[src/rtl/alu_arbiter.sv]
// alu_arbiter: serialises two requesters onto one shared combinational ALU
module alu_arbiter (
    input  logic       clk,
    input  logic       reset,
    input  logic       req0_valid,
    output logic       req0_ready,
    input  logic [2:0] req0_op,
    input  logic [7:0] req0_a,
    input  logic [7:0] req0_b,
    output logic       rsp0_valid,
    input  logic       rsp0_ready,
    output logic [7:0] rsp0_data,
    output logic       rsp0_err,
    input  logic       req1_valid,
    output logic       req1_ready,
    input  logic [2:0] req1_op,
    input  logic [7:0] req1_a,
    input  logic [7:0] req1_b,
    output logic       rsp1_valid,
    input  logic       rsp1_ready,
    output logic [7:0] rsp1_data,
    output logic       rsp1_err,
    output logic [7:0] alu_data1,
    output logic [7:0] alu_data2,
    output logic [2:0] alu_select,
    input  logic [7:0] alu_result,
    output logic       busy
);
    typedef enum logic [1:0] {IDLE, ISSUE, RESP} state_t;
    state_t     state, state_nx;
    logic       last, gnt, win, hs, rsp_rdy;
    logic [2:0] op_r;
    logic [7:0] a_r, b_r, data_r;
    logic       err_r;
    // arbitration, next state and outputs; reset masks the handshake so it always wins
    always_comb begin
        win        = (req0_valid && req1_valid) ? ~last : req1_valid;
        hs         = (state == IDLE) && (req0_valid || req1_valid) && !reset;
        rsp_rdy    = gnt ? rsp1_ready : rsp0_ready;
        state_nx   = (state == IDLE) ? (hs ? ISSUE : IDLE) :
                     (state == ISSUE) ? RESP : (rsp_rdy ? IDLE : RESP);
        req0_ready = hs && !win;
        req1_ready = hs && win;
        rsp0_valid = (state == RESP) && !gnt;
        rsp1_valid = (state == RESP) && gnt;
        rsp0_data  = rsp0_valid ? data_r : 8'h00;
        rsp1_data  = rsp1_valid ? data_r : 8'h00;
        rsp0_err   = rsp0_valid && err_r;
        rsp1_err   = rsp1_valid && err_r;
        alu_select = op_r[2] ? 3'b000 : op_r;
        alu_data1  = a_r;
        alu_data2  = b_r;
        busy       = state != IDLE;
    end
    // state register
    always_ff @(posedge clk) begin
        if (reset) state <= IDLE;
        else       state <= state_nx;
    end
    // operand latch on handshake, result capture at end of ISSUE, fairness update on completion
    always_ff @(posedge clk) begin
        if (reset) begin
            last   <= 1'b1;
            gnt    <= 1'b0;
            op_r   <= 3'b000;
            a_r    <= 8'h00;
            b_r    <= 8'h00;
            data_r <= 8'h00;
            err_r  <= 1'b0;
        end else begin
            if (hs) begin
                gnt  <= win;
                op_r <= win ? req1_op : req0_op;
                a_r  <= win ? req1_a : req0_a;
                b_r  <= win ? req1_b : req0_b;
            end
            if (state == ISSUE) begin
                data_r <= op_r[2] ? 8'h00 : alu_result;
                err_r  <= op_r[2];
            end
            if (state == RESP && rsp_rdy) last <= gnt;
        end
    end
endmodule

[config.mk]
export PLATFORM = sky130hd
export DESIGN_NAME = alu_arbiter
export DESIGN_NICKNAME = d
export VERILOG_FILES = /design/src/rtl/alu_arbiter.sv
export SDC_FILE = /design/constraint.sdc
export NUM_CORES = 1
export LEC_CHECK = 0
export ABC_AREA = 1
export BUFFER_PORTS_ARGS = -buffer_cell sky130_fd_sc_hd__buf_2
export CORE_ASPECT_RATIO = 1.75
export CORE_MARGIN = 3
export CORE_UTILIZATION = 44
export DETAILED_ROUTE_END_ITERATION = 6
export PLACE_DENSITY = 0.79
export SLEW_MARGIN = 0
export SYNTH_ARGS = -nofsm -noshare
export SYNTH_HDL_FRONTEND = slang
export SYNTH_SLANG_ARGS = --single-unit
[constraint.sdc]
create_clock -name clk -period 1.4 [get_ports clk]
set_input_delay 0.21 -clock clk [delete_from_list [all_inputs] [get_ports clk]]
set_output_delay 0.21 -clock clk [all_outputs]
set_load 0.02 [all_outputs]
==> Word level (Yosys, flattened, before mapping) <==
Cells that the tools add are included.
{ "word_totals": {"regBits": 32, "inputBits": 52, "out_inout_bits": 42, "wordCells": 40} }
{ "classes": {"mux": 13, "n_reduce_logical": 16, "bitwise_logic": 1, "n_eq_ne": 2} }
{ "op_table": {"columns": ["cell", "count"], "rows": [
  ["8-bit two-way mux", 5],
  ["1-bit logical AND", 10],
  ["2-bit two-way mux", 4],
  ["1-bit logical NOT", 3],
  ["1-bit two-way mux", 3],
  ["3-bit two-way mux", 1],
  ["2-bit by 1-bit equality test with 1-bit output, second input constant", 1],
  ["2-bit equality test, second input constant", 1],
  ["2-bit logical NOT", 1],
  ["2-bit nonzero test", 1],
  ["1-bit logical OR", 1],
  ["1-bit inverter", 1]
]} }

==> Depth between registers and ports, before layout <==
{ "logic_depth": {"word_depth": 5, "ltp_mapped": 7, "ltp_nobuf": 6} }

==> Worst setup path after synthesis <==
Ideal clock, no wire load.
{ "synth_path": {"path_type": "reg-to-output", "start": "reg state[1]", "end": "out rsp0_data[0]", "arrival_time_ns": 1.092, "required_ns": 1.190, "setup_slack_ns": 0.098, "path_buffers": 1, "stages_incl_launch_ff": 7, "path_cell_list": "dfxtp_1 -> inv_2 -> nor2_4 -> inv_2 -> or2_1 -> buf_6 -> nor2_2"} }
{ "synth_between": {"elab_chain_len": 3} }
{ "synth_lines": {"columns": ["item", "line_no", "source"], "rows": [
  ["from (decl)", "30", "state_t state, state_nx;"],
  ["from (signal assigned)", "58", "else state <= state_nx;"],
  ["2-bit equality test", "44", "rsp0_valid = (state == RESP) && !gnt;"],
  ["1-bit logical AND", "44", null],
  ["8-bit two-way mux", "46", "rsp0_data = rsp0_valid ? data_r : 8'h00;"],
  ["to (decl)", "12", "output logic [7:0] rsp0_data,"]
]} }
No other way between the ends.

==> Worst setup path after layout <==
{ "layout_path": {"start": "reg state[1]", "end": "out rsp0_data[5]"} }
The elaborated chain is that of the path after synthesis.

==> summary.txt <==
Final setup vio count: 23
Hold_sp: alu_result[1]
CP dominant cell by count: inv_2
Worst path required time: 1190 ps
Clk root buf: clkbuf_8
Worst hold path class: primary input to register
Post-layout util: 69.2%
Remaining antenna violation count after routing: 0
Mux share of post-synthesis cell area: 0%
R2r startpoint: state[1]
GRT overflow: 0
Initial core utilization: 46.2%
I/O pins: 94
Clk sink count: 32
Slowest CP cell: dfxtp_2
Vias in the first global route: 1772
Synth Area in Adders: 0%
Critical path class: register to output pin
Largest net degree at the start of global routing: 21
RSZ-0062 raised after global routing: yes
Vias per inst: 4.90
Diode count: 0
Share of the synthesized area in the top cell type: 37.8%
Synth Area in XOR/XNOR: 0%
Cell taking the most area after synthesis: dfxtp_1
Drt wl/cell: 12.5 microns
Deepest clock path buffer count: 2
Syn Nets: 296
Worst path bufs/invs: 3
Chip height: 88.1 microns
Combinational family with the most area after synthesis: simple AND/OR/NAND/NOR gates
Synth top area cells: dfxtp_1 38%, nand2_1 19%, a21oi_2 8.3%
Max incr delay on CP: 340 ps
First-pass GRT wire length: 7590 microns
Crit. Startpoint: state[1]
Inserted Clock Buffers: 5
Final Net Count: 398
Violated checks: setup timing
LEAKAGE: 1.24 nW
Gp weighted congestion: 0.809
Synth Warn #: 0
Number of fill cells in the layout: 309
Total number of vias: 1927
Post-route worst setup slack: -161 ps
Area growth syn-to-layout: 49.7%
Critical path's top delay family: simple AND/OR/NAND/NOR gates
Top-count cell post-synth: nand2_1
P per Cell Area: 997 mW/mm^2
Drt first pass iters: 4
Final Hold Viols: 0
Skew-Pair Late Insertion Delay: 280 ps
Final total power: 2.53 mW
Fin crit share: 111%
Post-synthesis compound-gate area fraction: 14.5%
Antenna violations before repair: 0
DRC Markers: 0
Share of cells above drive strength 1: 47.6%
Max IR drop VDD: 0.000899 V
Yosys cell types: 22
Crit start category: register
GRT Overall Usage: 21.6%
Port Buffers: 92
Placement Cell Area: 0.00220 sq mm
CP cell instances: inv_2, nor2_4, inv_2, or2_4, nor2_2, buf_6
Top cells by count, synth: 86 x nand2_1, 32 x dfxtp_1, 20 x nor2_1
1st-iter DRT viols: 28
Syn Inst Count: 244
Width of the chip: 52.9 microns
CTS tree: done
Main synth FF type: dfxtp_1
Syn_area_per_cell: 6.94 sq um
Core Area: 0.00366 sq mm
Post-synth EDFFs: 0
Clock Skew: 3.71 ps
Hold buffer count at CTS: 0
Max FO, Critical Path: 5
Sequential fraction of the synthesis area: 37.8%
Status: complete, but fails checks
Clk slew on worst S/H paths: 70 ps
Rows: 29
Post-DP HPWL: 3460 microns
Pins Over Slew Limit: 0
Crit path time final: 1560 ps
Routed Wire Length: 4920 microns
Max-Cap Viols: 0
Synth Register Bits: 32
Die area: 0.00466 sq mm
# H-tree levels: 2
CP Capture Type: output pin
Post-synth ARST share: 0%
Post-Syn Area: 0.00169 sq mm
Fmax: 0.641 GHz
WP data arrival: 1350 ps
Post-route cell area: 0.00253 sq mm
Simple-gate portion of the synthesized area: 36.5%
metrics by stage:
step	worst slack [ps]	instances	setup TNS, ps	hold slack (ps)
final	-161	393	-2360	161
after global routing	-226	393	-3740	169
after CTS	-167	393	-2920	153
after detailed placement	-92.3	379	-529	454
after global placement	-11.4	379	-58.0	448
after floorplan	97.7	244	0	340
metal layers:
metal	track usage, %	up-vias	part of all wire, %
met1	21.9	879	35
met5	0	-	0
met4	11.2	0	4.0
met2	40.4	66	56
met3	3.75	18	5.4
li1	-	964	-
power breakdown:
part           internal (mW)  switching (mW)  total (mW)
Combinational          0.268           0.379       0.647
Sequential             0.977          0.0403        1.02
Clock                  0.526           0.337       0.863
cells by family (layout without fill, tap and decap cells):
| group | count (synthesis) | after routing |
|---|---|---|
| compound gates | 32 | 32 |
| simple gates | 142 | 143 |
| buf+inv | 37 | 139 |
| other cells | 1 | 1 |
| flops | 32 | 32 |
tightest hold or removal path, delay by kind of cell:
kind	cells	cell delay (ps)
buffers and inverters	1	80
AO/OA/AOI/OAI	1	50
AND/OR/NAND/NOR	1	70
layout by cell type (no fill, tap or decap), drive strengths merged, types with 2 or more instances in the layout:
master,Yosys,routed
inv,22,22
nor2,33,33
a22oi,8,8
or2,1,2
nand2,88,88
buf,14,109
nand3,20,20
a21oi,21,21
dfxtp,32,32
clkbuf,1,5
flip-flops by register name, indices dropped and copies added, names as in the netlist:
| name | cells |
|---|---|
| alu_data1 | 8 |
| alu_data2 | 8 |
| data_r | 8 |
| err_r | 1 |
| gnt | 1 |
| last | 1 |
| op_r | 3 |
| state | 2 |
path summary, 6_finish.rpt:
check / endpoint / cells after the start / slack (ps)
setup / recovery: rsp0_data[5] / 6 / -160
hold / removal: data_r[1] / 3 / 160
setup reg to reg: alu_data2[1] / 7 / 120
hold reg to reg: alu_data2[7] / 2 / 470
cell type report:
type | count | area (sq um) | share of cell area, %
repair buffers | 109 | 706 | 27.8
multi-input cells | 176 | 935 | 36.9
flip-flops and latches | 32 | 643 | 25.4
clock buffers | 5 | 68.8 | 2.71
clock inverters | 3 | 42.5 | 1.68
well taps | 46 | 57.6 | 2.27
inverters | 22 | 82.6 | 3.26
repair_timing:
item                                    CTS  global route
cloned                                    1             0
hold endpoints to repair                  0             0
endpoints found under the setup margin   22            42
pin swaps                                 5             4
buffers inserted                          5             1
resized for setup                        33            27
Note: power is estimated with default switching activity, not from simulation.
